===== src/rtl/keypad_scanner.sv =====
// 4x4 matrix keypad scanner: drives one row low at a time, debounces whole-scan
// results, and pushes accepted key codes into a 16-bit history register.
module keypad_scanner #(
    parameter int unsigned ROW_CYCLES     = 131072,
    parameter int unsigned DEBOUNCE_SCANS = 4
) (
    input  logic        clk,
    input  logic        reset_n,
    input  logic [3:0]  col,
    output logic [3:0]  row,
    input  logic        clear,
    output logic [15:0] val,
    output logic        key_valid,
    output logic [3:0]  key_code,
    output logic        key_held
);

    localparam int unsigned CW = (ROW_CYCLES > 1) ? $clog2(ROW_CYCLES) : 1;
    localparam int unsigned DW = $clog2(DEBOUNCE_SCANS + 1);
    localparam logic [CW-1:0] CYC_LAST = CW'(ROW_CYCLES - 1);
    localparam logic [DW-1:0] DEB_N    = DW'(DEBOUNCE_SCANS);

    typedef enum logic [1:0] {IDLE, DEB_PRESS, PRESSED, DEB_RELEASE} state_t;
    typedef enum logic [1:0] {SCAN_NONE, SCAN_SINGLE, SCAN_MULTI} scan_t;

    logic [3:0]    col_s1, col_s2;
    logic [CW-1:0] cyc;
    logic [1:0]    r;
    scan_t         acc;
    logic [3:0]    acc_code;
    state_t        state;
    logic [DW-1:0] cnt;
    logic [3:0]    cand;

    logic          sample, scan_end;
    logic [2:0]    nlow;
    logic [1:0]    cidx;
    scan_t         cur_res;
    logic [3:0]    cur_code;
    logic          accept, released;

    always_comb row = ~(4'b0001 << r);

    // Fold this row's sample into the running scan result so the scan-end
    // decision already includes the row-3 sample taken on the same edge.
    always_comb begin
        nlow = '0;
        cidx = '0;
        for (int unsigned i = 0; i < 4; i++) begin
            if (!col_s2[i]) begin
                nlow = nlow + 3'd1;
                cidx = 2'(i);
            end
        end
        sample   = (cyc == CYC_LAST);
        scan_end = sample && (r == 2'd3);
        cur_res  = acc;
        cur_code = acc_code;
        if (nlow == 3'd1 && acc == SCAN_NONE) begin
            cur_res  = SCAN_SINGLE;
            cur_code = {r, cidx};
        end else if (nlow != 3'd0) begin
            cur_res = SCAN_MULTI;
        end
        accept = scan_end && (cur_res == SCAN_SINGLE) &&
                 ((state == IDLE && DEB_N == DW'(1)) ||
                  (state == DEB_PRESS && cur_code == cand && cnt + DW'(1) == DEB_N));
        released = scan_end && (cur_res == SCAN_NONE) &&
                   ((state == PRESSED && DEB_N == DW'(1)) ||
                    (state == DEB_RELEASE && cnt + DW'(1) == DEB_N));
    end

    always_ff @(posedge clk or negedge reset_n) begin
        if (!reset_n) begin
            col_s1    <= '0;
            col_s2    <= '0;
            cyc       <= '0;
            r         <= '0;
            acc       <= SCAN_NONE;
            acc_code  <= '0;
            state     <= IDLE;
            cnt       <= '0;
            cand      <= '0;
            val       <= '0;
            key_valid <= 1'b0;
            key_code  <= '0;
            key_held  <= 1'b0;
        end else begin
            col_s1    <= col;
            col_s2    <= col_s1;
            key_valid <= accept;

            if (sample) begin
                cyc <= '0;
                r   <= r + 2'd1;
            end else begin
                cyc <= cyc + CW'(1);
            end

            if (scan_end) begin
                acc      <= SCAN_NONE;
                acc_code <= '0;
            end else if (sample) begin
                acc      <= cur_res;
                acc_code <= cur_code;
            end

            if (accept) begin
                state    <= PRESSED;
                key_code <= cur_code;
                key_held <= 1'b1;
            end else if (released) begin
                state    <= IDLE;
                key_held <= 1'b0;
            end else if (scan_end) begin
                case (state)
                    IDLE: begin
                        if (cur_res == SCAN_SINGLE) begin
                            state <= DEB_PRESS;
                            cand  <= cur_code;
                            cnt   <= DW'(1);
                        end
                    end
                    DEB_PRESS: begin
                        if (cur_res == SCAN_SINGLE && cur_code == cand)
                            cnt <= cnt + DW'(1);
                        else
                            state <= IDLE;
                    end
                    PRESSED: begin
                        if (cur_res == SCAN_NONE) begin
                            state <= DEB_RELEASE;
                            cnt   <= DW'(1);
                        end
                    end
                    DEB_RELEASE: begin
                        if (cur_res == SCAN_NONE)
                            cnt <= cnt + DW'(1);
                        else
                            state <= PRESSED;
                    end
                    default: state <= IDLE;
                endcase
            end

            // clear takes priority over shifting in a newly accepted code
            if (clear)
                val <= '0;
            else if (accept)
                val <= {val[11:0], cur_code};
        end
    end

endmodule


===== config.mk =====
export PLATFORM = sky130hd
export DESIGN_NAME = keypad_scanner
export DESIGN_NICKNAME = d
export VERILOG_FILES = /design/src/rtl/keypad_scanner.sv
export SDC_FILE = /design/constraint.sdc
export NUM_CORES = 1
export LEC_CHECK = 0
export ABC_AREA = 1
export CAP_MARGIN = 20
export CORE_ASPECT_RATIO = 1.5
export CORE_MARGIN = 2
export CORE_UTILIZATION = 46
export CTS_CLUSTER_SIZE = 40
export DETAILED_ROUTE_END_ITERATION = 8
export GPL_ROUTABILITY_DRIVEN = 0
export PLACE_DENSITY = 0.67
export SETUP_SLACK_MARGIN = 0.15
export SLEW_MARGIN = 5
export SYNTH_ARGS = -nofsm -noshare
export SYNTH_HDL_FRONTEND = slang
export SYNTH_SLANG_ARGS = --single-unit

===== constraint.sdc =====
create_clock -name clk -period 2.91 [get_ports clk]
set_input_delay 0.7275 -clock clk [delete_from_list [all_inputs] [get_ports clk]]
set_output_delay 0.7275 -clock clk [all_outputs]
set_load 0.005 [all_outputs]

Word-level counts from Yosys, hierarchy flattened

Index checks and enable logic that the tools add are counted.

Register bits: 64
Input bits: 7
Output and inout port bits: 26

Add/subtract/negate cells: 6
Equal/unequal tests: 17
Shift-type cells: 1
Mux-type cells: 32
Bitwise gates (word level): 3
Reductions and logical operators: 21

Operator list:

| operator              | number |
|---|---|
| $mux 16               | 2 |
| $mux 2                | 13 |
| $mux 3                | 7 |
| $add 17x1->17 const B | 1 |
| $eq 17x17->1 const B  | 1 |
| $mux 17               | 1 |
| $ne 4x4->1 const B    | 4 |
| $add 3x1->3 const B   | 4 |
| $mux 4                | 3 |
| $pmux 3 s4            | 1 |
| $logic_and 1x1->1     | 10 |
| $reduce_and 5->1      | 2 |
| $pmux 2 s4            | 1 |
| $reduce_and 7->1      | 1 |
| $eq 2x2->1 const B    | 3 |
| $logic_not 2->1       | 3 |
| $ne 2x2->1 const B    | 3 |
| $reduce_bool 2->1     | 3 |
| $reduce_bool 3->1     | 2 |
| $eq 2x1->1 const B    | 2 |
| $eq 4x4->1            | 1 |
| $mux 1                | 4 |
| $not 4->4             | 1 |
| $shl 1x2->4 const A   | 1 |
| 5 further kinds       | 6 |

Longest topological paths before layout

Depth after elaboration: 17
Gate-level depth with buffers: 25
Mapped depth without buffers: 25

Worst setup path before layout

No wires, ideal clock.

Path type: reg-to-reg
Start point: reg cyc[0]
End point: reg val[3]
Setup time: 0.134 ns
Arrival: 2.471 ns
Slack: 0.305 ns
Cell stages (with the launch flop): 20
Buffers on the path: 1
Clock period less this slack: 2.605 ns
Cell sequence: dfrtp_1 ha_1 nand2_1 nor2_1 inv_1 nor2_1 and3_1 nand3_1 nor2_1 nand2_1 nor4_1 ha_1 nand2_1 inv_1 nand2_1 nor2_1 nand2_4 buf_6 nand3_1 o31ai_2

Cells in the longest elaborated chain, start to end: 5

Ends and longest elaborated chain:

| element                        | RTL line | RTL |
|---|---|---|
| from (decl)                    | 27       | `logic [CW-1:0] cyc;` |
| from (signal assigned)         | 97       | `cyc <= cyc + CW'(1);` |
| $eq 17x17->1                   | 55       | `sample = (cyc == CYC_LAST);` |
| $logic_and 1x1->1              | 56       | `scan_end = sample && (r == 2'd3);` |
| $logic_and 1x1->1 (2 in a row) | 65       | `accept = scan_end && (cur_res == SCAN_SINGLE) &&` |
| $reduce_bool 2->1 (no line)    | n/a      |  |
| to (signal assigned)           | 150      | `val <= {val[11:0], cur_code};` |
| to (decl)                      | 12       | `output logic [15:0] val,` |

No other way between the ends.
A chain may end at the register's enable or synchronous reset.

Worst setup path in the final report

Start point: reg cyc[1]
End point: reg val[0]

The elaborated chain is that of the path after synthesis.

==> impl_results.md <==
- Die ar.: 0.00732 mm2
- Max transition margin: 46.7%
- ANT nets after route: 0
- CP Buf/Inv Count: 3
- CP Class: flip-flop to flip-flop
- Total iterations of the first detailed-routing run: 4
- Synth Flop Type: dfrtp_1
- Total track usage: 18.2%
- Layout area overhead: 35.4%
- Arrival time at the worst endpoint: 2990 ps
- Final Non-Filler Cells: 508
- Synth Instances: 359
- Syn Area/Cell: 8.50 um2
- Netlist cell types: 33
- Vias: 2609
- Worst setup EP type: flip-flop
- Clk root buf: clkbuf_8
- TritonCTS clock tree: built
- Synth top area cells: dfrtp_1, nand2_1, nand3_1
- Worst VDD drop: 0.364 mV
- Total grt overflow: 0
- EDFF count, synth: 0
- Initial antenna violation count: 0
- Max Cap Viol: 0
- Net Sw Frac: 24.7%
- Clock power frac: 44.3%
- CTS Sinks: 64
- Crit-path leading delay family: simple AND/OR/NAND/NOR gates
- Post-synthesis cell area: 0.00305 mm2
- Clk_lat worst skew: 350 ps
- Cell internal pwr: 1.48 mW
- HPWL after detailed placement: 4360 um
- PortBufs: 32
- Finish-stage setup viols: 0
- CTS Buffer Depth: 2
- Min-delay worst type: flip-flop to flip-flop
- Final worst-path cycle share: 95.2%
- Drt drc: 0
- Post-synth top area share: 52.5%
- Final #Nets: 445
- Net Switching: 0.485 mW
- Worst Path Required: 3130 ps
- Top cell by count, worst path: nand2_4
- Dominant cell type by area after synthesis: dfrtp_1
- Routed WL per cell: 13.1 um
- #FFs+latches synth: 64
- Overall power: 1.96 mW
- N_diodes: 0
- DR iter-0 viols: 132
- Crit-path max FO: 6
- Critical-path cell list: ha_2 -> nand2_1 -> nor2_1 -> inv_1 -> nor2_2 -> and3_4 -> nand3_4 -> nor2_4 -> nand2_4 -> nor4_4 -> ha_2 -> nand2_2 -> inv_2 -> nand2_4 -> nor2_4 -> nand2_4 -> buf_4 -> nand2_1 -> a21oi_1
- PnR worst setup slack: 140 ps
- Slowest stage delay, CP: 360 ps
- Flop pwr share: 45.9%
- Most frequent cell after synthesis: nand2_1
- Max Transition Viols Final: 0
- Hold Vio Cnt, Final: 0
- Die X: 70.5 um
- Crit path launch type: flip-flop
- Synth async-reset ratio: 100%
- Clock Pin Slew Worst Setup and Hold Paths: 70 ps
- Core area: 0.00644 mm2
- Row count: 36
- Number of global-route vias before repair: 2507
- Place WS: -40.8 ps
- Placed cell count: 475
- Clock skew: 11.0 ps
- Layout cells sized above 1: 27.1%
- Logic gate share of total power: 9.8%
- Slowest CP cell: dfrtp_1
- Setup TNS Final: 0 ps
- Status: finished clean
- Initial core utilization: 47.4%
- Num CTS Buffers: 9
- H-tree depth: 3
- Sequential share of the synthesized area: 52.5%
- FMAX: 0.361 GHz
- Largest net degree at the start of global routing: 65
- Vias per cell: 5.14
- Slew @ Worst Pin: 800 ps
- Post-synth top cells: nand2_1, dfrtp_1, inv_1, nand3_1, nor2_1
- Chip height: 104 um
- Syn Nets: 377
- I/O pin total: 33
- First-pass GRT wire length: 10800 um
- Tmin final: 2770 ps
- Leak: 2.02 nW
- PwrDens: 474 mW/mm2
- Synthesis Warnings: 0
- WL final: 6670 um
- RSZ-0062 raised after global routing: yes
## final cells by class
class	instances	area [um2]
fill	539	2310
sequential	64	1600
multi-input combinational	245	1480
timing repair buffer	61	544
inverter	46	180
clock buffer	10	138
tap	76	95.1
clock inverter	6	92.6
## registers in the layout (all words and copies together) (netlist names), 2 cells and up
| signal | count |
|---|---|
| cyc | 17 |
| val | 16 |
| acc_code | 4 |
| cand | 4 |
| col_s1 | 4 |
| col_s2 | 4 |
| key_code | 4 |
| cnt | 3 |
| acc | 2 |
| r | 2 |
| state | 2 |
## layout by cell type, fill, tap and decap left out, types with 3 or more instances in the layout
| cell type | synthesis | final |
|---|---|---|
| nand2_1 | 102 | 83 |
| dfrtp_1 | 64 | 64 |
| inv_1 | 43 | 35 |
| clkdlybuf4s50_1 | 0 | 31 |
| nand3_1 | 37 | 26 |
| buf_4 | 0 | 26 |
| nand2_2 | 5 | 23 |
| a21oi_1 | 17 | 16 |
| nor2_1 | 19 | 15 |
| o21ai_0 | 14 | 13 |
| clkbuf_8 | 0 | 10 |
| inv_2 | 2 | 8 |
| nor2_4 | 5 | 8 |
| nand3_2 | 0 | 7 |
| ha_1 | 11 | 7 |
| nor3_1 | 6 | 6 |
| nand2_4 | 3 | 5 |
| o21ai_1 | 4 | 5 |
| nand3_4 | 0 | 4 |
| o22ai_1 | 4 | 4 |
| nor2_2 | 1 | 3 |
| and3_1 | 4 | 3 |
| clkinvlp_4 | 0 | 3 |
| buf_6 | 1 | 3 |
## cells by family after synthesis
| kind of cell | count (synthesis) | share of synthesized area, % |
|---|---|---|
| and+or+nand+nor | 188 | 28.3 |
| DFF | 64 | 52.5 |
| xor gates and xnor gates | 2 | 0.574 |
| adders and majority gates | 11 | 4.51 |
| buffers and inverters | 52 | 6.72 |
| AOI/OAI and AO/OA | 42 | 7.46 |
## worst paths after layout
check / startpoint / endpoint / slack, ps / depth (start not counted)
setup / recovery: cyc[1] / val[0] / 140 / 19
hold / removal: col_s1[3] / col_s2[3] / 350 / 0
setup reg to reg: cyc[1] / val[0] / 140 / 19
hold reg to reg: col_s1[3] / col_s2[3] / 350 / 0
max in group asynchronous: reset_n / val[2] / 1840 / 2
min in group asynchronous: reset_n / cnt[1] / 540 / 2
## power groups by stage
stage	logic [mW]	registers [mW]	clock network [mW]
2_1_floorplan	0.0909	0.915	0
3_3_place_gp	0.134	0.915	0
3_5_place_dp	0.136	0.916	0
4_1_cts	0.159	0.898	0.882
5_1_grt	0.213	0.899	0.922
6_report	0.192	0.899	0.869
## stage by stage
| stage | instance area [um2] | hold slack, ps | utilization [%] |
|---|---|---|---|
| floorplan | 3050 | 331 | - |
| global placement | 3540 | 334 | 54.9 |
| finish | 4130 | 352 | 64.2 |
| global route | 4130 | 359 | 64.2 |
| CTS | 3880 | 351 | 60.2 |
| detailed placement | 3540 | 336 | 54.9 |
## worst register-to-register path, stage by stage (launching register included)
cell and delay [ps]:
dfrtp_1 360, ha_2 180, nand2_1 50, nor2_1 120, inv_1 80, nor2_2 140, and3_4 210, nand3_4 70
nor2_4 150, nand2_4 70, nor4_4 210, ha_2 230, nand2_2 50, inv_2 70, nand2_4 60, nor2_4 180
nand2_4 120, buf_4 180, nand2_1 60, a21oi_1 60
## what timing repair did
action	CTS	global route
pin swaps	7	26
gates cloned	0	2
endpoints found under the setup margin	27	43
hold buffers	0	0
setup buffers	7	8
gates resized for setup	17	49
## metal layers
layer | GRT usage [%] | vias to the layer above | share of wire, %
met5 | 0 | - | 0
met4 | 9.07 | 0 | 2.1
met3 | 2.82 | 12 | 3.5
met2 | 32.5 | 55 | 54
met1 | 20.5 | 1252 | 40
li1 | - | 1290 | -
Note: power is estimated with default switching activity, not from simulation.
